==> config.mk <==
export PLATFORM = sky130hd
export DESIGN_NAME = ahb_multi_bridge
export DESIGN_NICKNAME = d
export VERILOG_FILES = /design/src/rtl/ahb_multi_bridge.sv
export SDC_FILE = /design/constraint.sdc
export NUM_CORES = 1
export LEC_CHECK = 0
export ABC_CLOCK_PERIOD_IN_PS = 4400
export BUFFER_PORTS_ARGS = -buffer_cell sky130_fd_sc_hd__clkbuf_2
export CORE_AREA = 2 2 157 159
export CTS_CLUSTER_SIZE = 16
export DETAILED_ROUTE_END_ITERATION = 8
export DIE_AREA = 0 0 159 161
export HOLD_SLACK_MARGIN = 0.15
export PLACE_DENSITY = 0.53
export SLEW_MARGIN = 0
export SYNTH_ARGS = -nofsm -noshare
export SYNTH_HDL_FRONTEND = slang
export SYNTH_SLANG_ARGS = --single-unit
==> constraint.sdc <==
create_clock -name h_clk -period 4.4 [get_ports h_clk]
set_input_delay 0.22 -clock h_clk [delete_from_list [all_inputs] [get_ports h_clk]]
set_output_delay 0.22 -clock h_clk [all_outputs]
set_load 0.05 [all_outputs]
==> src/rtl/ahb_multi_bridge.sv <==
// AHB-to-peripheral bridge: decodes N_SLV register windows onto a wait-state-capable,
// APB-style port, with peripheral error, wait timeout and a two-cycle AHB ERROR response.
module ahb_multi_bridge #(
    parameter int unsigned DATA_W   = 32,
    parameter int unsigned OFFSET_W = 6,
    parameter int unsigned N_SLV    = 4,
    parameter int unsigned TIMEOUT  = 16
) (
    input  logic                           h_clk,
    input  logic                           h_resetn,
    input  logic [31:0]                    h_addr,
    input  logic [2:0]                     h_burst,
    input  logic [2:0]                     h_size,
    input  logic [1:0]                     h_trans,
    input  logic                           h_write,
    input  logic [DATA_W/8-1:0]            h_wstrb,
    input  logic [DATA_W-1:0]              h_wdata,
    output logic [DATA_W-1:0]              h_rdata,
    output logic                           h_ready,
    output logic                           h_resp,
    input  logic [N_SLV*(32-OFFSET_W)-1:0] base_addr,
    output logic [N_SLV-1:0]               p_sel,
    output logic                           p_enable,
    output logic                           p_write,
    output logic [OFFSET_W-1:0]            p_offset,
    output logic [DATA_W/8-1:0]            p_strb,
    output logic [DATA_W-1:0]              p_wdata,
    input  logic [N_SLV*DATA_W-1:0]        p_rdata,
    input  logic [N_SLV-1:0]               p_ready,
    input  logic [N_SLV-1:0]               p_slverr
);

    localparam int unsigned STRB_W = DATA_W / 8;
    localparam int unsigned LSB_W  = $clog2(STRB_W);
    localparam int unsigned BASE_W = 32 - OFFSET_W;
    localparam int unsigned SEL_W  = (N_SLV > 1) ? $clog2(N_SLV) : 1;
    localparam int unsigned CNT_W  = (TIMEOUT > 0) ? $clog2(TIMEOUT + 1) : 1;

    localparam logic [2:0] S_IDLE   = 3'd0;
    localparam logic [2:0] S_SETUP  = 3'd1;
    localparam logic [2:0] S_ACCESS = 3'd2;
    localparam logic [2:0] S_ERR1   = 3'd3;
    localparam logic [2:0] S_ERR2   = 3'd4;

    logic [2:0]          state_q, state_d;
    logic [SEL_W-1:0]    sel_q, sel_d;
    logic [N_SLV-1:0]    p_sel_q, p_sel_d;
    logic                p_enable_q, p_enable_d;
    logic                p_write_q, p_write_d;
    logic [OFFSET_W-1:0] p_offset_q, p_offset_d;
    logic [STRB_W-1:0]   p_strb_q, p_strb_d;
    logic [CNT_W-1:0]    wait_cnt_q, wait_cnt_d;

    logic              hit;
    logic [SEL_W-1:0]  hit_idx;
    logic [STRB_W-1:0] lane_mask;
    logic              dec_err;
    int unsigned       lo;
    int unsigned       nbytes;
    logic              rdy;
    logic              slverr;
    logic              tmo;
    logic              accept;
    logic              unused_ok;

    // Address-phase decode: window hit (lowest index wins), size/alignment checks, lane mask
    always_comb begin
        hit       = 1'b0;
        hit_idx   = '0;
        lane_mask = '0;
        for (int unsigned i = 0; i < N_SLV; i++) begin
            if (!hit && (h_addr[31:OFFSET_W] == base_addr[i*BASE_W +: BASE_W])) begin
                hit     = 1'b1;
                hit_idx = SEL_W'(i);
            end
        end
        lo     = 32'(h_addr[LSB_W-1:0]);
        nbytes = 32'd1 << h_size;
        for (int unsigned b = 0; b < STRB_W; b++) begin
            lane_mask[b] = (b >= lo) && (b < lo + nbytes);
        end
        dec_err = !hit || (32'(h_size) > LSB_W) || ((lo & (nbytes - 32'd1)) != 32'd0);
    end

    assign rdy    = p_ready[sel_q];
    assign slverr = p_slverr[sel_q];
    // Timeout fires on the TIMEOUT-th ACCESS cycle that is still waiting
    assign tmo    = (TIMEOUT != 0) && (state_q == S_ACCESS) && !rdy
                    && ((32'(wait_cnt_q) + 32'd1) >= TIMEOUT);

    // AHB data-phase response
    always_comb begin
        h_ready = 1'b1;
        h_resp  = 1'b0;
        h_rdata = '0;
        case (state_q)
            S_SETUP: h_ready = 1'b0;
            S_ACCESS: begin
                h_ready = rdy && !slverr && !tmo;
                h_resp  = (rdy && slverr) || tmo;
                h_rdata = p_rdata[32'(sel_q)*DATA_W +: DATA_W];
            end
            S_ERR1: begin
                h_ready = 1'b0;
                h_resp  = 1'b1;
            end
            S_ERR2: h_resp = 1'b1;
            default: ;
        endcase
    end

    assign accept = h_ready && h_trans[1];

    // Next state and peripheral-side controls
    always_comb begin
        state_d    = state_q;
        sel_d      = sel_q;
        p_write_d  = p_write_q;
        p_offset_d = p_offset_q;
        p_strb_d   = p_strb_q;
        wait_cnt_d = wait_cnt_q;
        p_enable_d = 1'b0;
        p_sel_d    = '0;
        case (state_q)
            S_IDLE, S_ERR2: state_d = S_IDLE;
            S_SETUP: begin
                state_d    = S_ACCESS;
                wait_cnt_d = '0;
            end
            S_ACCESS: begin
                if (h_resp) begin
                    state_d = S_ERR2;
                end else if (rdy) begin
                    state_d = S_IDLE;
                end
                if (wait_cnt_q != '1) begin
                    wait_cnt_d = wait_cnt_q + CNT_W'(1);
                end
            end
            S_ERR1:  state_d = S_ERR2;
            default: state_d = S_IDLE;
        endcase
        // h_ready is only high in states that may take a new address, so this overrides safely
        if (accept) begin
            if (dec_err) begin
                state_d = S_ERR1;
            end else begin
                state_d    = S_SETUP;
                sel_d      = hit_idx;
                p_write_d  = h_write;
                p_offset_d = h_addr[OFFSET_W-1:0];
                p_strb_d   = h_write ? (lane_mask & h_wstrb) : lane_mask;
            end
        end
        p_enable_d = (state_d == S_ACCESS);
        if ((state_d == S_SETUP) || (state_d == S_ACCESS)) begin
            p_sel_d[sel_d] = 1'b1;
        end
    end

    always_ff @(posedge h_clk or negedge h_resetn) begin
        if (!h_resetn) begin
            state_q    <= S_IDLE;
            sel_q      <= '0;
            p_sel_q    <= '0;
            p_enable_q <= 1'b0;
            p_write_q  <= 1'b0;
            p_offset_q <= '0;
            p_strb_q   <= '0;
            wait_cnt_q <= '0;
        end else begin
            state_q    <= state_d;
            sel_q      <= sel_d;
            p_sel_q    <= p_sel_d;
            p_enable_q <= p_enable_d;
            p_write_q  <= p_write_d;
            p_offset_q <= p_offset_d;
            p_strb_q   <= p_strb_d;
            wait_cnt_q <= wait_cnt_d;
        end
    end

    assign p_sel     = p_sel_q;
    assign p_enable  = p_enable_q;
    assign p_write   = p_write_q;
    assign p_offset  = p_offset_q;
    assign p_strb    = p_strb_q;
    assign p_wdata   = h_wdata;
    // Burst type plays no part in decode; every beat stands alone
    assign unused_ok = ^h_burst;

endmodule

==> impl_metrics.yaml, run 1 <==
run_status:
  outcome: "finished clean"
synth:
  synth_top_family_by_area: "XOR/XNOR gates"
  async_flop_share_pct: 100
  synth_simple_gate_area_share_pct: 16.7
  ys_types: 47
  synth_top_area_share_pct: 20.3
  synth_adder_area_share_pct: 2.19
  synth_area_leader_cell: "mux4_2"
  ys_ff_latch: 26
  avgSynthCellArea_um2: 9.94
  ys_top_cells_by_area: "mux4_2 (20%), dfrtp_1 (17%), xnor2_1 (12%)"
  syn-cell-area_um2: 3770
  syn-num-nets: 704
  yosysSeqAreaShare_pct: 17.3
  synth_edf_count: 0
  syn_inst: 379
  ys.warnings.count: 0
  synth-main-ff-cell: "dfrtp_1"
  synth-xor-area-share_pct: 24.2
  synth_compound_area_share_pct: 6.78
  synth.area.mux_share_pct: 23.9
floorplan:
  die_h_um: 161
  rows: 57
  die_width_um: 159
  initial_utilization_pct: 15.7
  core-area_um2: 24000
  dieArea_um2: 25600
  ios: 401
clocking:
  root_buffer: "clkbuf_16"
  clock_latency_ps: 260
  cts_hold_buf: 1
  post-cts-setup-buffers: 0
  cts-resized-gates: 0
  clk_path_buf_depth: 2
  numCtsBuffers: 3
  clk_pin_slew_ps: 70
  cts_max_level: 1
  cts_tree: "yes"
  clkSinkCount: 26
critical_path:
  arrival_ps: 2850
  cp_cell_sequence: "mux4_2 -> nand2b_1 -> a21oi_1 -> or2_1 -> and2_1 -> o31a_2 -> mux2_2"
  path_max_fanout: 12
  slowest_stage: "mux4_2"
  worstSetupPathType: "reg2reg"
  required_ps: 4540
  crit_buf_inv: 0
  start_kind: "register"
  crit_family: "multiplexers"
  critPathCaptureType: "register"
  max_stage_delay_ps: 540
grt:
  grt.busiest_layer: "met2"
  grt_use_met2_pct: 23.7
  grt_pass1_vias: 4162
  use_met3_pct: 3.85
  grt_usage_pct: 13.3
  antenna_found_initial: 3
  grt_pass1_wl_um: 25700
  grt_max_degree: 34
  grt-ovfl-total: 0
  grt_use_met1_pct: 16.1
final_layout:
  fin_cells: 999
  final_area_um2: 5650
  final_cell_mix: "clkbuf_2 (332), xnor2_1 (52), xor2_1 (52)"
  layout.nets: 998
  area_delta_synth_final_pct: 50.0
  fillers: 2675
  final_common_cell: "clkbuf_2"
  drive_gt1_share_pct: 57.3
placed_design:
  dpl_cell_area_um2: 5560
  port_buffers: 332
  gp_congestion: 0.946
  place_hpwl_um: 15900
  place_inst: 991
  dp_slack_ps: 1390
sta:
  timing.fmax_mhz: 369
  slew_viol_final: 0
  setup_violations: 0
  setup_slack_ps: 1690
  worstMarginPinSlew_ps: 737
  rsz0062_at_grt: "false"
  clock_skew_ps: 1.68
  slew_headroom_pct: 50.4
  final.min_clock_period_ps: 2710
  finalSetupTns_ps: 0
  fin_crit_sh_pct: 61.6
  hold_viol_final: 0
pwr:
  cellPowerDensity_nw_per_um2: 291
  pwr-share-seq_pct: 20.5
  p_int_w: 0.000772
  power_switching_w: 0.000873
  ir_drop_uv: 143
  combPwrFrac_pct: 67.0
  swShare_pct: 53.1
  power.total_w: 0.00165
  p_leak_nw: 2.80
  power_frac_clock_pct: 12.5
drt:
  ant_nets: 0
  drc: 0
  wl_per_cell_um: 17.6
  drt-initial-drc-count: 204
  via_count: 4061
  post_drt_via_cell_ratio: 4.07
  first_pass_iters: 4
  routed_wl_um: 17600
hold_path:
  holdCritPathClass: "in2reg"
flow_run:
  drv_cap: 0
==> cells in the mapped netlist (4+ instances only) <==
library cell / count
and2_1: 35
clkbuf_1: 10
xor2_1: 52
mux2_1: 8
nand3_1: 6
nor3_1: 6
nand2_1: 12
xnor2_1: 52
mux4_2: 34
nor2_1: 5
mux2_2: 4
nand4_1: 14
o21ai_0: 6
nor4_1: 13
inv_1: 8
a21oi_1: 6
dfrtp_1: 26
a22o_1: 5
ha_1: 5
buf_4: 33
==> area by class of cell <==
class	instances	area, um2	area share, %
tap	324	405	7.17
multi-input combinational	298	2780	49.2
clock buffer	4	78.8	1.39
sequential	26	653	11.6
timing repair buffer	336	1690	30.0
inverter	8	30.0	0.531
antenna	3	7.51	0.133
==> sequential cells by signal, indices dropped and copies added, names as in the netlist <==
register and count:
state_q 3, p_offset 6, sel_q 2, p_sel 4
p_enable 1, p_write 1, p_strb 4, wait_cnt_q 5
==> metal layers <==
| metal | up-vias | routed length (um) |
|---|---|---|
| li1 | 1928 | - |
| met1 | 1894 | 6930 |
| met2 | 229 | 8610 |
| met3 | 10 | 1820 |
| met4 | 0 | 216 |
| met5 | - | 0 |
==> worst register-to-register path: cells and delay by family, from the launching register on <==
kind,cells,cell delay (ps)
AO/OA/AOI/OAI,2,570
flip-flops,1,530
multiplexers,2,930
AND/OR/NAND/NOR,3,570
==> logic make-up (layout without fill, tap and decap cells) <==
logic type	Yosys count	after routing
buffers and inverters	55	348
AND/OR/NAND/NOR	107	107
multiplexers	46	46
adder cells (fa/ha/maj)	6	6
XOR/XNOR	104	104
other	0	3
flip-flops	26	26
AO/OA/AOI/OAI	35	35
==> worst paths after layout <==
kind	end	startpoint	depth (start not counted)	slack, ps
worst max-delay path	p_strb[1]	sel_q[0]	7	1690
worst max register to register	p_strb[1]	sel_q[0]	7	1690
min in group asynchronous	p_sel[0]	h_resetn	2	530
max in group asynchronous	sel_q[1]	h_resetn	2	3380
worst min register to register	p_offset[5]	p_offset[5]	1	490
worst min-delay path	p_offset[3]	h_addr[3]	2	170
==> power groups by stage <==
stage          clock network (W)  logic, W  registers [W]
4_1_cts                 0.000217   0.00111       0.000337
3_3_place_gp                   0   0.00111       0.000342
5_1_grt                 0.000227   0.00119       0.000348
3_5_place_dp                   0   0.00111       0.000341
6_report                0.000206   0.00110       0.000338
2_1_floorplan                  0  0.000828       0.000327
==> metrics by stage <==
step	util [%]	hold slack, ps
2_1_floorplan	-	-75.6
3_3_place_gp	23.2	298
3_5_place_dp	23.2	308
4_1_cts	23.6	169
5_1_grt	23.6	176
6_report	23.6	175
Power figures use the tool's default switching activity.
==> run 2: changes to the inputs <==
ABC_CLOCK_PERIOD_IN_PS = 2700   (was 4400)
CORE_AREA = 2 2 154 156   (was 2 2 157 159)
DIE_AREA = 0 0 156 158   (was 0 0 159 161)
PLACE_DENSITY = 0.54   (was 0.53)
clock period = 2.7 ns   (was 4.4 ns; I/O delays follow)
==> run 2 against run 1 <==
Effect of this change:
- flip-flop and latch count unchanged
- final cell count down 2.7%
- critical path depth up 1
- sequential power increased by 58%
- largest cell class unchanged
- highest routed layer unchanged
==> impl_metrics.yaml, run 2 (synthesized netlist as in run 1, its figures left out) <==
floorplan:
  rows: 56
  initial_utilization_pct: 16.3
  core-area_um2: 23100
  ios: 401
  die_h_um: 158
  dieArea_um2: 24600
  die_width_um: 156
drt:
  wl_per_cell_um: 17.7
  post_drt_via_cell_ratio: 4.26
  via_count: 4138
  ant_nets: 0
  routed_wl_um: 17200
  first_pass_iters: 6
  drc: 0
  drt-initial-drc-count: 144
final_layout:
  final_cell_mix: "clkbuf_2 (331), xnor2_1 (52), xor2_1 (52)"
  layout.nets: 1008
  fillers: 2541
  drive_gt1_share_pct: 57.6
  post-route-util_pct: 24.9
  final_common_cell: "clkbuf_2"
  final_area_um2: 5740
  largest_reg_flops: 6
  multi_input_area_um2: 2790
  diodes: 0
  area_delta_synth_final_pct: 52.5
  area.sequential_um2: 653
clocking:
  clock_latency_ps: 270
  clk_pin_slew_ps: 70
  clk_path_buf_depth: 2
  root_buffer: "clkbuf_16"
  cts_max_level: 1
  post-cts-setup-buffers: 0
  clkSinkCount: 26
  cts_tree: "yes"
  numCtsBuffers: 3
placed_design:
  gp_congestion: 0.869
  port_buffers: 332
  place_hpwl_um: 15800
  dpl_cell_area_um2: 5590
  dp_slack_ps: 174
critical_path:
  critPathCaptureType: "register"
  start_kind: "register"
  worstSetupPathType: "reg2reg"
  required_ps: 2850
  arrival_ps: 2630
  path_max_fanout: 12
sta:
  final.min_clock_period_ps: 2480
  setup_violations: 0
  slew_headroom_pct: 54.6
  finalSetupTns_ps: 0
  hold_viol_final: 0
  fin_crit_sh_pct: 91.9
  clock_skew_ps: 3.83
  setup_slack_ps: 219
  worstMarginPinSlew_ps: 682
  timing.fmax_mhz: 403
  rsz0062_at_grt: "false"
  slew_viol_final: 0
flow_run:
  drv_cap: 0
pwr:
  p_leak_nw: 2.88
  ir_drop_uv: 301
  power.total_w: 0.00284
  cellPowerDensity_nw_per_um2: 495
grt:
  grt_pass1_wl_um: 24400
  grt_usage_pct: 13.3
  grt_pass1_vias: 4278
  grt-ovfl-total: 0
  antenna_found_initial: 0
  grt_max_degree: 35
hold_path:
  holdCritPathClass: "in2reg"
run_status:
  outcome: "finished clean"
==> run 2: cell types whose count changed in the layout (fill, tap and decap cells not counted), sizes merged <==
cell	delta
dlygate4sd3	+4
buf	+7
clkbuf	-2
bufinv	+1
diode	-3
==> run 2: where the power goes <==
part	switching (W)	leakage (nW)	internal, W	total [W]
clock network	0.000141	0.0511	0.000295	0.000436
logic	0.00121	2.48	0.000662	0.00187
registers	0.0000857	0.347	0.000447	0.000533
total	0.00144	2.88	0.00140	0.00284
==> run 2: worst max-delay path, cell delays in order, from the launching register on <==
cell,delay [ps]
dfrtp_2,430
mux4_2,510
nand2b_1,210
a21oi_1,230
or2_4,180
and2_1,150
o31a_2,170
buf_12,140
mux2_1,330
==> run 2: final timing paths <==
kind | startpoint | endpoint | slack (ps) | cells past startpoint
max in group asynchronous | h_resetn | sel_q[1] | 1780 | 2
setup reg to reg | sel_q[0] | p_offset[5] | 220 | 8
min in group asynchronous | h_resetn | p_strb[3] | 440 | 2
hold / removal | h_write | p_write | 180 | 2
setup / recovery | sel_q[0] | p_offset[5] | 220 | 8
hold reg to reg | p_strb[2] | p_strb[2] | 480 | 1
==> run 2: layer usage <==
metal / wire length (um) / vias up / global-route usage, % / share of wire (%)
li1: - / 1945 / - / -
met3: 1340 / 32 / 1.92 / 7.8
met2: 9490 / 284 / 27.6 / 55
met1: 5670 / 1877 / 12.6 / 33
met4: 713 / 0 / 6.12 / 4.1
met5: 0 / - / 0 / 0
==> run 2: cell type report <==
class                           instances  share of cell area [%]
Inverter                                8                   0.523
Tap cell                              290                    6.32
Clock buffer                            3                    1.31
Multi-Input combinational cell        298                    48.5
Timing Repair Buffer                  346                    31.5
Sequential cell                        26                    11.4
Clock inverter                          1                   0.523
==> run 2: through the flow <==
step | hold WS, ps | cells
finish | 179 | 972
global route | 195 | 972
CTS | 166 | 972
detailed placement | 223 | 963
global placement | 207 | 963
floorplan | -161 | 379
==> run 2: what timing repair did <==
item / CTS / global route
hold buffers: 5 / 0
gates resized for setup: 0 / 1
endpoints found under the setup margin: 0 / 1
endpoints found under the hold margin: 30 / 0
==> run 3: changes to the inputs <==
CELL_PAD_IN_SITES_DETAIL_PLACEMENT = 1   (was not set)
CELL_PAD_IN_SITES_GLOBAL_PLACEMENT = 1   (was not set)
CORE_AREA = 2 2 158 160   (was 2 2 154 156)
DIE_AREA = 0 0 160 162   (was 0 0 156 158)
PLACE_DENSITY = 0.68   (was 0.54)
==> run 3 against run 2 <==
Effect of this change:
- combinational power fell by 3%
- global-route usage is 0.54 points higher
- register-to-register slack worse by 40 ps
- die area grew 5.2%
- sequential share of layout area hardly changed
- critical path depth down 1
==> impl_metrics.yaml, run 3 (synthesized netlist as in run 1, its figures left out) <==
sta:
  timing.fmax_mhz: 397
  worstMarginPinSlew_ps: 673
  slew_headroom_pct: 55.1
  fin_crit_sh_pct: 93.3
  setup_violations: 0
  rsz0062_at_grt: "false"
  holdWs_ps: 187
  clock_skew_ps: 2.77
  slew_viol_final: 0
  hold_viol_final: 0
  final.min_clock_period_ps: 2520
  finalSetupTns_ps: 0
placed_design:
  port_buffers: 332
  gp_congestion: 0.841
  place_inst: 997
  dpl_cell_area_um2: 5600
  place_hpwl_um: 16700
critical_path:
  arrival_ps: 2670
  path_max_fanout: 12
  slowest_stage: "mux4_2"
  worstRegToRegCells: 7
  start_kind: "register"
  max_stage_delay_ps: 490
  worstSetupPathType: "reg2reg"
  required_ps: 2850
  cp_cell_sequence: "mux4_2 -> nand2b_1 -> a21oi_1 -> or2_1 -> and2_1 -> o31a_2 -> mux2_2"
  crit_start: "sel_q[0]"
  critPathCaptureType: "register"
  rr_startpoint: "sel_q[0]"
hold_path:
  hold_depth: 2
  holdCritPathClass: "in2reg"
  holdCritStartpoint: "h_write"
clocking:
  numCtsBuffers: 3
  clock_latency_ps: 260
  root_buffer: "clkbuf_16"
  cts-resized-gates: 0
  post-cts-setup-buffers: 0
  clk_path_buf_depth: 2
  cts_hold_buf: 6
  clk_pin_slew_ps: 70
  cts_tree: "yes"
  cts_max_level: 1
  clkSinkCount: 26
drt:
  drt-initial-drc-count: 166
  routed_wl_um: 18400
  drc: 0
  ant_nets: 0
  first_pass_iters: 4
  via_count: 4173
  post_drt_via_cell_ratio: 4.14
  wl_per_cell_um: 18.3
floorplan:
  dieArea_um2: 25900
  rows: 57
  ios: 401
  initial_utilization_pct: 15.6
  die_width_um: 160
  die_h_um: 162
  core-area_um2: 24100
final_layout:
  final_area_um2: 5760
  final_common_cell: "clkbuf_2"
  post-route-util_pct: 23.9
  area_delta_synth_final_pct: 52.8
  final_cell_mix: "clkbuf_2 (332), xnor2_1 (52), xor2_1 (52)"
  layout.nets: 1009
  drive_gt1_share_pct: 57.4
  fin_cells: 1009
  largest_reg_flops: 6
run_status:
  outcome: "finished clean"
pwr:
  cellPowerDensity_nw_per_um2: 475
  p_leak_nw: 2.86
  ir_drop_uv: 284
grt:
  grt_pass1_vias: 4603
  grt_max_degree: 36
  grt_pass1_wl_um: 27300
  grt-ovfl-total: 0
  grt_usage_pct: 13.8
  antenna_found_initial: 3
flow_run:
  drv_cap: 0
-- run 3: final timing paths --
kind / slack, ps / endpoint
max: 180 / p_strb[0]
min: 190 / p_write
max reg2reg: 180 / p_strb[0]
min reg2reg: 490 / p_write
max in group asynchronous: 1790 / sel_q[1]
min in group asynchronous: 440 / p_offset[2]
-- run 3: final cells by class --
| class | instances | area [um2] |
|---|---|---|
| diodes | 2 | 5.00 |
| clock buffers | 4 | 88.8 |
| fillers | 2978 | 18400 |
| inverters | 8 | 30.0 |
| multi-input cells | 298 | 2780 |
| flip-flops and latches | 26 | 653 |
| well taps | 324 | 405 |
| repair buffers | 347 | 1790 |
-- run 3: critical path: cells and delay by family (launching register included) --
family,cells,cell delay (ps)
and+or+nand+nor,3,570
AOI/OAI and AO/OA,2,580
muxes,2,870
DFF,1,400
-- run 3: metrics by stage --
step           power (W)  setup WS (ps)
2_1_floorplan    0.00188           7.12
3_3_place_gp     0.00237            250
3_5_place_dp     0.00240            191
4_1_cts          0.00278            172
5_1_grt          0.00294           42.6
6_report         0.00273            182
-- run 3: report_power, final --
| part | leakage [nW] | switching (W) | internal (W) |
|---|---|---|---|
| Clock | 0.0442 | 0.000136 | 0.000227 |
| Sequential | 0.347 | 0.000104 | 0.000447 |
| Combinational | 2.47 | 0.00120 | 0.000617 |
| Total | 2.86 | 0.00144 | 0.00129 |
-- run 3: per-layer routing --
layer | global-route usage (%) | routed length (um)
met3 | 3.86 | 1610
met1 | 15.6 | 7000
met2 | 25.7 | 9530
met5 | 0 | 0
met4 | 3.15 | 295
